### src/rtl/peak_batch_scheduler.sv
// Ping-pong batching of per-frame peak frequencies toward the PISO/FIFO/SPI chain.
// The write side fills one bank while the read FSM loads and drains the other.
module peak_batch_scheduler #(
  parameter int N_PEAKS       = 16,
  parameter int FREQ_W        = 9,
  parameter int PAD_W         = 16,
  parameter int DRAIN_TIMEOUT = 64
) (
  input  logic                                clk_i,
  input  logic                                rst_ni,
  input  logic                                peak_valid_i,
  input  logic [FREQ_W-1:0]                   peak_freq_i,
  input  logic                                fifo_full_i,
  input  logic                                piso_active_i,
  output logic                                piso_load_o,
  output logic [N_PEAKS*(FREQ_W+PAD_W)-1:0]   piso_data_o,
  output logic                                busy_o,
  output logic [7:0]                          drop_count_o,
  output logic                                overflow_o
);

  localparam int EW    = FREQ_W + PAD_W;
  localparam int IDX_W = (N_PEAKS > 2) ? $clog2(N_PEAKS) : 1;
  localparam int TMR_W = (DRAIN_TIMEOUT > 2) ? $clog2(DRAIN_TIMEOUT) : 1;
  localparam logic [IDX_W-1:0] IDX_LAST = IDX_W'(N_PEAKS - 1);
  localparam logic [TMR_W-1:0] TMR_LAST = TMR_W'(DRAIN_TIMEOUT - 1);

  typedef enum logic [1:0] {S_IDLE, S_WAIT_ROOM, S_LOAD, S_DRAIN} state_e;

  state_e             state_q, state_d;
  logic [TMR_W-1:0]   timer_q, timer_d;
  logic               seen_active_q, seen_active_d;
  logic               overflow_q, overflow_d;
  logic               wsel_q, wsel_d;
  logic               rsel_q, rsel_d;
  logic [IDX_W-1:0]   widx_q, widx_d;
  logic [1:0]         bank_full_q, bank_full_d;
  logic [7:0]         drop_count_q, drop_count_d;
  logic [FREQ_W-1:0]  bank_q [2][N_PEAKS];

  logic wr_en, wr_last, drop, drain_done;

  assign wr_en   = peak_valid_i && !bank_full_q[wsel_q];
  assign wr_last = wr_en && (widx_q == IDX_LAST);
  assign drop    = peak_valid_i && bank_full_q[wsel_q];

  always_comb begin
    state_d       = state_q;
    timer_d       = timer_q;
    seen_active_d = seen_active_q;
    overflow_d    = overflow_q;
    drain_done    = 1'b0;
    case (state_q)
      S_IDLE:      if (bank_full_q[rsel_q]) state_d = S_WAIT_ROOM;
      S_WAIT_ROOM: if (!fifo_full_i) state_d = S_LOAD;
      S_LOAD: begin
        timer_d       = '0;
        seen_active_d = 1'b0;
        state_d       = S_DRAIN;
      end
      S_DRAIN: begin
        timer_d = timer_q + 1'b1;
        if (piso_active_i) seen_active_d = 1'b1;
        if (fifo_full_i) overflow_d = 1'b1;
        // Exit on the PISO's falling output_active, or give up at the timeout.
        if ((seen_active_q && !piso_active_i) || (timer_q == TMR_LAST)) begin
          drain_done = 1'b1;
          state_d    = S_IDLE;
        end
      end
      default: state_d = S_IDLE;
    endcase
  end

  always_comb begin
    wsel_d       = wsel_q;
    widx_d       = widx_q;
    rsel_d       = rsel_q ^ drain_done;
    bank_full_d  = bank_full_q;
    drop_count_d = drop_count_q;
    if (wr_en) begin
      if (wr_last) begin
        bank_full_d[wsel_q] = 1'b1;
        wsel_d              = ~wsel_q;
        widx_d              = '0;
      end else begin
        widx_d = widx_q + 1'b1;
      end
    end
    // Set and clear never hit the same bank: a draining bank is full, a written one is not.
    if (drain_done) bank_full_d[rsel_q] = 1'b0;
    if (drop && (drop_count_q != 8'hFF)) drop_count_d = drop_count_q + 8'd1;
  end

  always_ff @(posedge clk_i or negedge rst_ni) begin
    if (!rst_ni) begin
      state_q       <= S_IDLE;
      timer_q       <= '0;
      seen_active_q <= 1'b0;
      overflow_q    <= 1'b0;
      wsel_q        <= 1'b0;
      rsel_q        <= 1'b0;
      widx_q        <= '0;
      bank_full_q   <= 2'b00;
      drop_count_q  <= 8'd0;
      for (int b = 0; b < 2; b++)
        for (int i = 0; i < N_PEAKS; i++)
          bank_q[b][i] <= '0;
    end else begin
      state_q       <= state_d;
      timer_q       <= timer_d;
      seen_active_q <= seen_active_d;
      overflow_q    <= overflow_d;
      wsel_q        <= wsel_d;
      rsel_q        <= rsel_d;
      widx_q        <= widx_d;
      bank_full_q   <= bank_full_d;
      drop_count_q  <= drop_count_d;
      if (wr_en) bank_q[wsel_q][widx_q] <= peak_freq_i;
    end
  end

  always_comb begin
    piso_data_o = '0;
    for (int i = 0; i < N_PEAKS; i++)
      piso_data_o[i*EW +: EW] = {bank_q[rsel_q][i], {PAD_W{1'b0}}};
  end

  assign piso_load_o  = (state_q == S_LOAD);
  assign busy_o       = (state_q != S_IDLE);
  assign drop_count_o = drop_count_q;
  assign overflow_o   = overflow_q;

endmodule

### config.mk
export PLATFORM = sky130hd
export DESIGN_NAME = peak_batch_scheduler
export DESIGN_NICKNAME = d
export VERILOG_FILES = /design/src/rtl/peak_batch_scheduler.sv
export SDC_FILE = /design/constraint.sdc
export NUM_CORES = 1
export LEC_CHECK = 0
export ABC_AREA = 1
export CORE_UTILIZATION = 25
export DETAILED_ROUTE_END_ITERATION = 12
export DONT_BUFFER_PORTS = 1
export PLACE_DENSITY = 0.41
export SLEW_MARGIN = 20
export SYNTH_ARGS = -nofsm -noshare
export SYNTH_HDL_FRONTEND = slang
export SYNTH_SLANG_ARGS = --single-unit
### constraint.sdc
create_clock -name clk_i -period 2.15 [get_ports clk_i]
set_input_delay 0.43 -clock clk_i [delete_from_list [all_inputs] [get_ports clk_i]]
set_output_delay 0.43 -clock clk_i [all_outputs]
set_load 0.005 [all_outputs]
* Word level (Yosys, flattened, before mapping) *
Index checks and enable logic that the tools add are counted.

cells by class
  bitwise operators = 8
  reduce and logical (&&, ||, !) cells = 19
  equality and inequality tests = 10
  add/sub/neg operators = 3
  $lt $le $gt $ge = 9
  mux-type cells = 29

operators by type and width
  operator                                                   number
  2-to-1 mux 144 bit                                         4
  bitwise mux 288 bit                                        1
  demux 144 bit (select 1 bit)                               1
  demux 9 bit (select 4 bit)                                 1
  2-to-1 mux 2 bit                                           6
  one-hot mux 6 bit (2 select lines)                         1
  logical AND 1 bit                                          9
  2-to-1 mux 1 bit                                           9
  2-to-1 mux 9 bit                                           1
  adder 8 x 1 -> 8 bit (second input constant)               1
  inequality test 2 bit (second input constant)              4
  inequality test 8 bit (second input constant)              1
  one-hot mux 2 bit (4 select lines)                         1
  adder 6 x 1 -> 6 bit (second input constant)               1
  equality test 6 bit (second input constant)                1
  AND reduction 2 bit                                        3
  greater-or-equal comparator 5 bit (second input constant)  1
  < comparator 5 x 1 -> 1 bit (second input constant)        1
  NOT 4 -> 5 bit                                             1
  adder 4 x 1 -> 4 bit (second input constant)               1
  equality test 2 bit (second input constant)                2
  equality test 4 bit (second input constant)                1
  greater-or-equal comparator 2 bit (second input constant)  2
  < comparator 1 x 2 -> 1 bit (second input constant)        2
  other kinds (17)                                           22

storage, ports and cells
  bits of input ports = 14
  logic and storage cells = 119
  output and inout bits = 411
  bits in registers = 314

* Longest topological paths before layout *
  depth after elaboration = 9
  mapped depth = 9
  mapped depth without buffers = 8

* Worst setup path before layout *
OpenSTA, ideal clock, no wires.

  kind = reg-to-output
  start = register rsel_q
  end = output port piso_data_o[116]
  path slack = 0.489 ns
  stages on the path, launching flop included = 6
  data arrival time = 1.231 ns
  buffers on the path = 3
  data required time = 1.720 ns
  cells stage by stage = dfrtp_1 -> clkbuf_1 -> clkbuf_1 -> buf_2 -> nand2_1 -> nand2_1

between the ends
  longest elaborated chain between the ends = 4

ends and longest elaborated chain
  what                                  line  RTL
  start, declared                       35    logic rsel_q, rsel_d;
  start signal, assigned                115   rsel_q <= rsel_d;
  NOT 1 -> 2 bit (not written as such)  126   piso_data_o[i*EW +: EW] = {bank_q[rsel_q][i], {PAD_W{1'b0}}};
  2-to-1 mux 144 bit (3 in series)      --
  end, declared                         16    output logic [N_PEAKS*(FREQ_W+PAD_W)-1:0] piso_data_o,

No other way between the ends. The select of a mux whose other input is x is not followed.

* Worst setup path in the final report *
  start = register rsel_q
  end = output port piso_data_o[398]

between the ends
  longest elaborated chain between the ends = 4

ends and longest elaborated chain
  what                                      line
  NOT 1 -> 2 bit (not written as such)      126
  2-to-1 mux 144 bit (not written as such)  126
  2-to-1 mux 144 bit (2 in series)          --

No other way between the ends. The select of a mux whose other input is x is not followed.

==> summary.md <==
| Metric | Value |
|---|---|
| Via-per-instance ratio | `a little over 4` |
| Switching power | `just over 9 mW` |
| Worst hold margin | `-406 ps` |
| Sequential share of power | `38.0%` |
| Fill cells | `between 6000 and 7000` |
| Outcome | `finished with violations` |
| Sequential share of the synthesized area | `48.1%` |
| Pwr Density | `around 1300 mW/mm²` |
| 1st-pass router iterations | `5` |
| Core footprint | `0.0645 mm²` |
| Slowest stage delay, CP | `about 550 ps` |
| Crit path max-delay family | `flip-flops` |
| Share of layout cells above drive strength 1 | `between 10% and 20%` |
| R2R depth | `7` |
| WP buf/inv | `2` |
| Top Ports | `around 430` |
| First-pass GRT wire length | `about 72000 µm` |
| Worst r2r dst | `bank_q[189]` |
| Vias | `about 12000` |
| Crit path kind | `flop to primary output` |
| Critical path cell sequence | `inv_8 -> buf_16 -> nand2_1 -> nand2_1` |
| Total CTS buffers | `40` |
| Latest clock arrival within the worst-skew pair | `580 ps` |
| Highest-count cells in the layout ignoring fill and taps | `nand2_1 (764), dfrtp_1 (313), conb_1 (256), o21ai_0 (203), o21ai_2 (79)` |
| Initial Utilization | `about 25%` |
| Clock sink total | `between 300 and 400` |
| Max Slew Vio Count | `0` |
| Slack of the worst reg-to-reg path | `approximately 260 ps` |
| Gr usage total | `14.3%` |
| RSZ-0062 raised after global routing | `true` |
| Detail Placement HPWL | `29000 µm` |
| Clock share of power | `between 20% and 30%` |
| Residual DRC | `0` |
| CP Capture Type | `primary output` |
| Largest net degree at the start of global routing | `315` |
| CTS clk-pin slew, worst paths | `~60 ps` |
| Root buf cell | `clkbuf_16` |
| Final net count | `between 2000 and 2500` |
| Clock Tree Buf Depth | `3` |
| Clock skew | `29.3 ps` |
| CP dominant cell by count | `nand2_1` |
| Final core utilization | `approximately 28%` |
| Core Rows | `93` |
| P_leak | `9.14 nW` |
| Htree depth | `2` |
| Fin crit share | `between 90% and 100%` |
| Slowest library cell on the worst path | `dfrtp_4` |
| Fmax | `between 0.4 and 0.5 GHz` |
| Synthesis-to-layout area growth | `10.5%` |
| GPL Wtd Cong | `0.735` |
| Final hold viol count | `314` |
| Worst r2r src | `wsel_q` |
| Peak supply drop | `~0.55 mV` |
| Number of max-cap violations | `0` |
| Die Y | `258 µm` |
| Switching share of power | `between 30 and 40%` |
| Vias in the first global route | `approximately 11000` |
| Post-route ant nets | `0` |
| Crit path max fanout | `31` |
| Die W | `between 200 and 300 µm` |
| CTS tree | `done` |
| Failing checks | `hold timing` |
| Arr. time, crit path | `1720 ps` |
| Synth Register Bits | `between 300 and 400` |
| Most common cell after layout, fill and taps aside | `nand2_1` |
| Tightest Pin Transition | `893 ps` |
| Netlist Area Pre-Place | `0.0163 mm²` |
| Routed len/inst | `between 15 and 20 µm` |
| GR Overflow Total | `0` |
| P_int | `about 15 mW` |
| Syn Inst Count | `roughly 2000` |
| Final setup vio count | `0` |
| Comb power frac | `between 30% and 40%` |
| YS warnings | `0` |
| Initial antenna violation count | `5` |
| Required time of the critical path | `roughly 1700 ps` |
| Hold WC Path Type | `input port to asynchronous set/reset pin` |
| Tmin final | `approximately 2100 ps` |
| CTS Hold Bufs | `13` |
| Post-Route WL | `49900 µm` |
| Die area | `0.0664 mm²` |
| Port bufs | `0` |
| Post-Syn Area per Cell | `between 8 and 9 µm²` |
| Initial DRC Count | `about 770` |
| Netlist cell types | `33` |
| CP startpoint kind | `flop` |
| Rel. slew slack | `around two fifths` |
## synthesized netlist by cell type
cell type	n	area, µm²
a22o_1	1	8.76
nor3_1	1	5.00
nand2_4	11	124
nand3b_1	1	7.51
nand2_1	787	2950
conb_1	1	3.75
a21oi_1	3	15.0
nand4_1	2	12.5
buf_1	1	3.75
o21bai_1	1	7.51
buf_2	12	60.1
o21ai_1	14	70.1
nor2_1	38	143
a21o_1	1	7.51
ha_1	10	125
nand2_2	16	100
inv_2	2	7.51
inv_6	1	8.76
nand3_4	1	17.5
clkbuf_2	8	40.0
o21ai_2	76	666
nand3_1	37	185
clkbuf_1	58	218
dfrtp_1	314	7860
xnor2_1	2	17.5
inv_1	75	282
nor2_2	6	37.5
buf_4	259	1940
buf_12	2	40.0
xor2_1	2	17.5
o21ai_0	228	1140
nor2_4	3	33.8
buf_6	16	180
## worst reg2reg max path, stage by stage, from the launching register on
cell and delay, ps:
dfrtp_1 490, inv_2 80, nand2_2 100, nand3_4 170
inv_6 360, nand2_2 330, nand2_1 130, o21ai_0 100
## metrics by stage
| step | cell area [µm²] | power, mW | setup WS [ps] | setup TNS, ps | cells |
|---|---|---|---|---|---|
| 2_1_floorplan | 17300 | 14.1 | 489 | 0 | 2245 |
| 3_3_place_gp | 16100 | 16.0 | 175 | 0 | 2772 |
| 3_5_place_dp | 16100 | 16.1 | 118 | 0 | 2772 |
| 4_1_cts | 17800 | 23.8 | -91.0 | -2920 | 2861 |
| 5_1_grt | 18000 | 25.7 | -87.1 | -3300 | 2872 |
| 6_report | 18000 | 23.9 | 4.03 | 0 | 2872 |
## flip-flops by register name (all words and copies together), names as in the netlist
name / flops
bank_q: 288
widx_q: 4
overflow_o: 1
drop_count_o: 8
timer_q: 6
rsel_q: 1
state_q: 2
bank_full_q: 2
seen_active_q: 1
wsel_q: 1
## timing repair
action                     CTS  global route
setup endpoints to repair  137           127
cloned                       2             9
gates resized for setup     44            23
hold endpoints to repair   400           314
buffers inserted             1             0
## power groups by stage
| stage | Sequential (mW) | Combinational, mW | Clock [mW] |
|---|---|---|---|
| after floorplan | 8.87 | 5.28 | 0 |
| after global placement | 9.12 | 6.84 | 0 |
| after detailed placement | 9.18 | 6.96 | 0 |
| after CTS | 9.10 | 7.42 | 7.33 |
| after global routing | 9.37 | 8.77 | 7.55 |
| final | 9.10 | 7.72 | 7.10 |
## metal layers
metal  share of wire, %  GRT usage (%)  routed length (µm)  vias up
met4                2.0           4.21                 985        0
met1                 46           19.2               22800     5704
li1                   -              -                   -     5748
met3                5.6           3.52                2820       57
met5                  0              0                   0        -
met2                 47           22.6               23300      374
## logic make-up after synthesis
logic type | after synthesis | share of synthesized area [%]
adders and majority gates | 10 | 0.766
other | 1 | 0.0229
AOI/OAI and AO/OA | 324 | 11.7
DFF | 314 | 48.1
and+or+nand+nor | 903 | 22.2
buffers and inverters | 434 | 17.0
xor gates and xnor gates | 4 | 0.214
## worst max-delay path by stage
| stage | endpoint | from | slack [ps] | cells past startpoint |
|---|---|---|---|---|
| 5_1_grt | piso_data_o[19] | rsel_q | -90 | 4 |
| 4_1_cts | piso_data_o[324] | rsel_q | -90 | 4 |
| 2_1_floorplan | piso_data_o[116] | rsel_q | 490 | 5 |
| 3_3_place_gp | bank_q[148] | widx_q[0] | 180 | 8 |
| 3_5_place_dp | bank_q[3] | widx_q[1] | 120 | 8 |
| 6_report | piso_data_o[398] | rsel_q | 4 | 4 |
## cell type report
type                       instances  area [µm²]  share of cell area, %
clock inverter                    17         211                   1.17
inverter                          78         305                   1.69
clock buffer                      56        1170                   6.50
timing repair buffer              53         683                   3.79
sequential                       314        7860                   43.6
multi-input combinational       1497        6740                   37.3
tap                              855        1070                   5.93
antenna                            2        5.00                 0.0277
Note: power is estimated with default switching activity, not from simulation.
